--- src/rtl/square_painter_if.sv ---
// rtl/square_painter_if.sv - request and pixel-write bundle between the note-lane FSM, the painter and the VGA adapter
//
// Signals:
//   plot        request strobe from the upstream FSM
//   starting_x  top-left x of the square (8 bits)
//   starting_y  top-left y of the square (7 bits)
//   colour      RGB colour, 3'b000 erases
//   ready       painter is idle and will sample plot
//   vga_x       pixel x to the adapter
//   vga_y       pixel y to the adapter
//   vga_colour  pixel colour to the adapter
//   vga_write   adapter write enable
//   done        one-cycle pulse after the last pixel of a square
// Modports: master = upstream/adapter side, slave = painter.
interface square_painter_if;
  logic       plot;
  logic [7:0] starting_x;
  logic [6:0] starting_y;
  logic [2:0] colour;
  logic       ready;
  logic [7:0] vga_x;
  logic [6:0] vga_y;
  logic [2:0] vga_colour;
  logic       vga_write;
  logic       done;

  modport master (
    output plot, starting_x, starting_y, colour,
    input  ready, vga_x, vga_y, vga_colour, vga_write, done
  );

  modport slave (
    input  plot, starting_x, starting_y, colour,
    output ready, vga_x, vga_y, vga_colour, vga_write, done
  );
endinterface

--- src/rtl/square_painter.sv ---
// rtl/square_painter.sv - expands one square request into SIZE x SIZE clipped VGA pixel writes
//
// Ports:
//   clk    system clock, rising edge
//   reset  synchronous, active-high
//   bus    square_painter_if.slave (request in, pixel writes / ready / done out)
// Parameters: SIZE (2..8), SCREEN_W, SCREEN_H.
// Optional: define SQUARE_PAINTER_OUTLINE_EN to paint the perimeter white
// (erase requests stay fully black).
module square_painter #(
  parameter int SIZE     = 4,
  parameter int SCREEN_W = 160,
  parameter int SCREEN_H = 120
) (
  input  logic             clk,
  input  logic             reset,
  square_painter_if.slave  bus
);

  localparam int CW = (SIZE > 1) ? $clog2(SIZE) : 1;
  localparam logic [CW-1:0] LAST = CW'(SIZE - 1);
  localparam logic [8:0]    XLIM = 9'(SCREEN_W);
  localparam logic [7:0]    YLIM = 8'(SCREEN_H);

  typedef enum logic [1:0] {S_IDLE, S_DRAW, S_DONE} state_t;

  state_t        state_q, state_d;
  logic [7:0]    base_x_q, base_x_d;
  logic [6:0]    base_y_q, base_y_d;
  logic [2:0]    colour_q, colour_d;
  logic [CW-1:0] dx_q, dx_d;
  logic [CW-1:0] dy_q, dy_d;
  logic          ready_q, ready_d;
  logic [7:0]    vga_x_q, vga_x_d;
  logic [6:0]    vga_y_q, vga_y_d;
  logic [2:0]    vga_colour_q, vga_colour_d;
  logic          vga_write_q, vga_write_d;
  logic          done_q, done_d;

  // Sums are one bit wider than the screen coordinates so squares that
  // overhang the right/bottom edge are clipped instead of wrapping.
  logic [8:0] x_sum;
  logic [7:0] y_sum;
  logic [2:0] pixel_colour;

  assign x_sum = {1'b0, base_x_q} + 9'(dx_q);
  assign y_sum = {1'b0, base_y_q} + 8'(dy_q);

`ifdef SQUARE_PAINTER_OUTLINE_EN
  logic on_edge;
  assign on_edge = (dx_q == '0) || (dx_q == LAST) || (dy_q == '0) || (dy_q == LAST);
  // Erase requests must clear the whole square, outline included.
  assign pixel_colour = (on_edge && (colour_q != 3'b000)) ? 3'b111 : colour_q;
`else
  assign pixel_colour = colour_q;
`endif

  always_comb begin
    state_d      = state_q;
    base_x_d     = base_x_q;
    base_y_d     = base_y_q;
    colour_d     = colour_q;
    dx_d         = dx_q;
    dy_d         = dy_q;
    ready_d      = 1'b0;
    vga_x_d      = vga_x_q;
    vga_y_d      = vga_y_q;
    vga_colour_d = vga_colour_q;
    vga_write_d  = 1'b0;
    done_d       = 1'b0;

    case (state_q)
      S_IDLE: begin
        ready_d = 1'b1;
        if (bus.plot) begin
          base_x_d = bus.starting_x;
          base_y_d = bus.starting_y;
          colour_d = bus.colour;
          dx_d     = '0;
          dy_d     = '0;
          ready_d  = 1'b0;
          state_d  = S_DRAW;
        end
      end
      S_DRAW: begin
        vga_x_d      = x_sum[7:0];
        vga_y_d      = y_sum[6:0];
        vga_colour_d = pixel_colour;
        // Off-screen slots still consume a cycle so timing is position-independent.
        vga_write_d  = (x_sum < XLIM) && (y_sum < YLIM);
        if (dx_q == LAST) begin
          dx_d = '0;
          if (dy_q == LAST) begin
            state_d = S_DONE;
          end else begin
            dy_d = dy_q + CW'(1);
          end
        end else begin
          dx_d = dx_q + CW'(1);
        end
      end
      S_DONE: begin
        // ready stays low during the done pulse; it rises one cycle later.
        done_d  = 1'b1;
        state_d = S_IDLE;
      end
      default: state_d = S_IDLE;
    endcase
  end

  always_ff @(posedge clk) begin
    if (reset) begin
      state_q      <= S_IDLE;
      base_x_q     <= '0;
      base_y_q     <= '0;
      colour_q     <= '0;
      dx_q         <= '0;
      dy_q         <= '0;
      ready_q      <= 1'b1;
      vga_x_q      <= '0;
      vga_y_q      <= '0;
      vga_colour_q <= '0;
      vga_write_q  <= 1'b0;
      done_q       <= 1'b0;
    end else begin
      state_q      <= state_d;
      base_x_q     <= base_x_d;
      base_y_q     <= base_y_d;
      colour_q     <= colour_d;
      dx_q         <= dx_d;
      dy_q         <= dy_d;
      ready_q      <= ready_d;
      vga_x_q      <= vga_x_d;
      vga_y_q      <= vga_y_d;
      vga_colour_q <= vga_colour_d;
      vga_write_q  <= vga_write_d;
      done_q       <= done_d;
    end
  end

  assign bus.ready      = ready_q;
  assign bus.vga_x      = vga_x_q;
  assign bus.vga_y      = vga_y_q;
  assign bus.vga_colour = vga_colour_q;
  assign bus.vga_write  = vga_write_q;
  assign bus.done       = done_q;

endmodule

--- src/flat_wrapper.sv ---
// flat-port wrapper written by rule: the top's interface ports become plain ports
module square_painter_flat 
#(
  parameter int SIZE     = 4,
  parameter int SCREEN_W = 160,
  parameter int SCREEN_H = 120
)
  (clk, reset, bus_plot, bus_starting_x, bus_starting_y, bus_colour, bus_ready, bus_vga_x, bus_vga_y, bus_vga_colour, bus_vga_write, bus_done);
  square_painter_if bus_i ();
  input  logic clk;
  input  logic reset;
  input wire logic [$bits(bus_i.plot)-1:0] bus_plot;
  input wire logic [$bits(bus_i.starting_x)-1:0] bus_starting_x;
  input wire logic [$bits(bus_i.starting_y)-1:0] bus_starting_y;
  input wire logic [$bits(bus_i.colour)-1:0] bus_colour;
  output wire logic [$bits(bus_i.ready)-1:0] bus_ready;
  output wire logic [$bits(bus_i.vga_x)-1:0] bus_vga_x;
  output wire logic [$bits(bus_i.vga_y)-1:0] bus_vga_y;
  output wire logic [$bits(bus_i.vga_colour)-1:0] bus_vga_colour;
  output wire logic [$bits(bus_i.vga_write)-1:0] bus_vga_write;
  output wire logic [$bits(bus_i.done)-1:0] bus_done;
  assign bus_i.plot = bus_plot;
  assign bus_i.starting_x = bus_starting_x;
  assign bus_i.starting_y = bus_starting_y;
  assign bus_i.colour = bus_colour;
  assign bus_ready = bus_i.ready;
  assign bus_vga_x = bus_i.vga_x;
  assign bus_vga_y = bus_i.vga_y;
  assign bus_vga_colour = bus_i.vga_colour;
  assign bus_vga_write = bus_i.vga_write;
  assign bus_done = bus_i.done;
  square_painter #(.SIZE(SIZE), .SCREEN_W(SCREEN_W), .SCREEN_H(SCREEN_H)) u_core (.clk(clk), .reset(reset), .bus(bus_i));
endmodule
--- config.mk ---
export PLATFORM = sky130hd
export DESIGN_NAME = square_painter_flat
export DESIGN_NICKNAME = d
export VERILOG_FILES = /design/src/rtl/square_painter_if.sv /design/src/rtl/square_painter.sv /design/src/flat_wrapper.sv
export SDC_FILE = /design/constraint.sdc
export NUM_CORES = 1
export LEC_CHECK = 0
export ABC_AREA = 1
export BUFFER_PORTS_ARGS = -buffer_cell sky130_fd_sc_hd__buf_4
export CAP_MARGIN = 20
export CORE_ASPECT_RATIO = 1.2
export CORE_MARGIN = 5
export CORE_UTILIZATION = 58
export CTS_CLUSTER_DIAMETER = 200
export DETAILED_ROUTE_END_ITERATION = 10
export HOLD_SLACK_MARGIN = 0.1
export PLACE_DENSITY = 0.89
export SETUP_SLACK_MARGIN = 0.5
export SKIP_LAST_GASP = 1
export SLEW_MARGIN = 20
export SYNTH_ARGS = -nofsm -noshare
export SYNTH_HDL_FRONTEND = slang
export SYNTH_SLANG_ARGS = --single-unit
--- constraint.sdc ---
create_clock -name clk -period 2.5 [get_ports clk]
set_input_delay 0.25 -clock clk [delete_from_list [all_inputs] [get_ports clk]]
set_output_delay 0.25 -clock clk [all_outputs]
set_load 0.02 [all_outputs]
==> results.md <==
- Status: completed
- Sequential share of power: 0.541
- Post-DR vias/cell: 5.28
- Logic pwr share: 0.169
- Filler instances: between 200 and 300
- CP required: 2.70 ns
- Initial antenna violation count: 0
- Syn-to-layout area delta: 17.9%
- Worst-Margin Slew: ~0.55 ns
- R2R setup slack: 0.72 ns
- DRC viols: 0
- Largest area contributor in the netlist: dfxtp_1
- CP bufs+invs: 2
- RSZ-0062 raised after global routing: no
- Count of cell types in the netlist: 31
- Register area share after synthesis: 0.446
- Pint: 0.00107 W
- Critical path's slowest cell: fa_1
- DIE WIDTH: 63.9 microns
- Max_slew headroom: 0.633
- Lkg Pwr: 1.13 nW
- IO Count: 42
- Worst vdd ir: 642 uV
- Finish-stage setup viols: 0
- GR Util All Layers: 0.190
- Largest stage delay on the critical path: approximately 0.44 ns
- Number of global-route vias before repair: 1736
- Warnings, synthesis: 0
- Total power: 0.00150 W
- N_diodes: 0
- Clock power share: 0.290
- Worst setup EP type: flip-flop
- Worst Hold Class: primary input to flip-flop
- Remaining global-route overflow: 0
- Global-route wire length before repair: 7160 microns
- Final TNS setup: 0 ns
- DPL Wire Length: 2970 microns
- Placer congestion estimate: 0.869
- Clk sink count: between 40 and 50
- Cell area after synthesis: slightly above 2000 sq um
- Max clock buf depth: 2
- Sw power: 0.000429 W
- Clock Tree Root: clkbuf_8
- Cts hold-fix bufs: 0
- Setup repair bufs after CTS: 0
- Switching part of the total power: 0.286
- Critical Path, Cell by Cell: ha_1 > inv_1 > fa_1 > nor2_2 > nand3_1 > a21oi_1 > o21ai_0 > nand2_1 > inv_1
- Crit-path leading delay family: adder cells
- Post-DRT Antenna Nets: 0
- Number of H-tree levels: 2
- Area of the die: 4770 sq um
- PwrDens: ~630 nW/um^2
- Mapped Nets: 296
- Primary FF master, synth: dfxtp_1
- Most common cell after layout, fill and taps aside: nor2_1
- Clk slew on worst S/H paths: 0.08 ns
- Final net count: between 300 and 400
- Synth area leaders: dfxtp_1, o21ai_0, nor2_1, nand2_1, inv_1
- DR iter-0 viols: 65
- Commonest cells after routing, fill and taps aside: nor2_1, dfxtp_1, buf_4
- Synthesized area per cell: between 7 and 8 sq um
- Syn Inst Count: 267
- TritonCTS clock tree: yes
- Capturing point of the worst reg2reg path: u_core.bus.vga_y[6]
- Hold_ws: 0.156 ns
- IO Port Bufs: 41
- Synthesized flop and latch total: 45
- Final wirelength: 4170 microns
- Layout cells sized above 1: 0.194
- Number of synthesized flops with an enable pin: 0
- DRT Pass-1 Iters: 4
- Dpl ws: 0.750 ns
- Routed len/inst: 12.2 microns
- Async set-reset flop share out of synthesis: 0
- CP max FO: 4
- Placeable Area: 3370 sq um
- Setup ws final: 0.717 ns
- Final Skew: 0.00425 ns
- Crit path launch type: flip-flop
- Slew Viols, Final: 0
- Stages on worst setup path: 9
- Area taken by flip-flops and latches: 901 sq um
- Tcrit/Tclk final: 0.713
- Setup Crit Path Kind: flip-flop to flip-flop
- Fmax: 561 MHz
- Worst-Skew Late Latency: 0.30 ns
- Crit path DAT: just under 2 ns
- Multi-input gate area: a little over 900 sq um
- Register-to-Register Path Depth: 9
- CTS resizes: 0
- Die Y: 74.7 microns
- Worst Setup EP: u_core.bus.vga_y[6]
- Final min period: 1.78 ns
- Share of the synthesized area in the top cell type: 0.446
- Final hold vios: 0
- Initial Utilization: 0.600
- Dpl cells: around 330
- Rows: 23
- Max Cap Viol: 0
- RR Startpoint: u_core.dy_q[0]
- Most used cell, CP: inv_1
- TritonCTS buffer count: 5
- DR vias: 1800
- Worst setup startpoint: u_core.dy_q[0]
- Largest net degree at the start of global routing: 37
- Fin cells: 341
==> cell families (layout without fill, tap and decap cells) <==
| logic type | Yosys count | in the layout | share of synthesized area |
|---|---|---|---|
| adders and majority gates | 8 | 8 | 0.0570 |
| AOI/OAI and AO/OA | 64 | 64 | 0.173 |
| DFF | 45 | 45 | 0.446 |
| xor gates and xnor gates | 4 | 4 | 0.0173 |
| buffers and inverters | 43 | 80 | 0.0966 |
| and+or+nand+nor | 103 | 103 | 0.211 |
==> final cells by class <==
class / instances / share of cell area
clock buffer: 6 / 0.0305
clock inverter: 2 / 0.00420
inverter: 31 / 0.0504
multi-input combinational: 179 / 0.388
sequential: 45 / 0.378
tap: 37 / 0.0194
timing repair buffer: 41 / 0.129
==> synthesized netlist by cell type, types with 3 or more instances <==
cell and count:
inv_2 3, nor2_1 46, nand2_1 35, a21oi_1 18, o21ai_0 36, clkbuf_1 4, buf_4 3, buf_2 3
xor2_1 3, inv_1 26, nand3_1 15, ha_1 6, dfxtp_1 45
==> power by group through the flow <==
| stage | combinational (W) | clock, W | sequential, W |
|---|---|---|---|
| 6_report | 0.000254 | 0.000434 | 0.000812 |
| 5_1_grt | 0.000284 | 0.000474 | 0.000820 |
| 4_1_cts | 0.000257 | 0.000443 | 0.000812 |
| 3_5_place_dp | 0.000256 | 0 | 0.000828 |
| 3_3_place_gp | 0.000250 | 0 | 0.000826 |
| 2_1_floorplan | 0.000144 | 0 | 0.000850 |
==> metrics by stage <==
step | util | cell area, sq um
2_1_floorplan | - | 2020
3_3_place_gp | 0.683 | 2300
3_5_place_dp | 0.683 | 2300
4_1_cts | 0.708 | 2380
5_1_grt | 0.708 | 2380
6_report | 0.708 | 2380
==> state kept, by name (all words and copies together) (netlist names) <==
register and flops:
u_core.bus.vga_colour 3, u_core.base_x_q 8, u_core.base_y_q 7, u_core.dy_q 2, u_core.colour_q 3, u_core.bus.vga_write 1, u_core.bus.ready 1, u_core.bus.vga_y 7
u_core.bus.done 1, u_core.dx_q 2, u_core.state_q 2, u_core.bus.vga_x 8
==> worst reg2reg max path, stage by stage (launching register included) <==
cell     delay [ns]
dfxtp_1        0.39
ha_1           0.20
inv_1          0.06
fa_1           0.44
nor2_2         0.16
nand3_1        0.10
a21oi_1        0.14
o21ai_0        0.10
nand2_1        0.06
inv_1          0.03
==> per-layer routing <==
layer	vias to the layer above	global-route usage	wire length, microns
met2	42	0.341	2150
met5	-	0	0
met3	9	0.0493	248
met1	815	0.197	1680
met4	0	0.118	93
li1	934	-	-
==> worst min-delay path by stage <==
stage	cells past startpoint	startpoint	to
final	2	bus_plot	u_core.bus.ready
after floorplan	1	bus_plot	u_core.bus.ready
after detailed placement	2	u_core.state_q[1]	u_core.bus.done
after global placement	2	u_core.colour_q[0]	u_core.colour_q[0]
after global routing	2	bus_plot	u_core.bus.ready
after CTS	2	bus_plot	u_core.bus.ready
(Power assumes the default switching activity.)
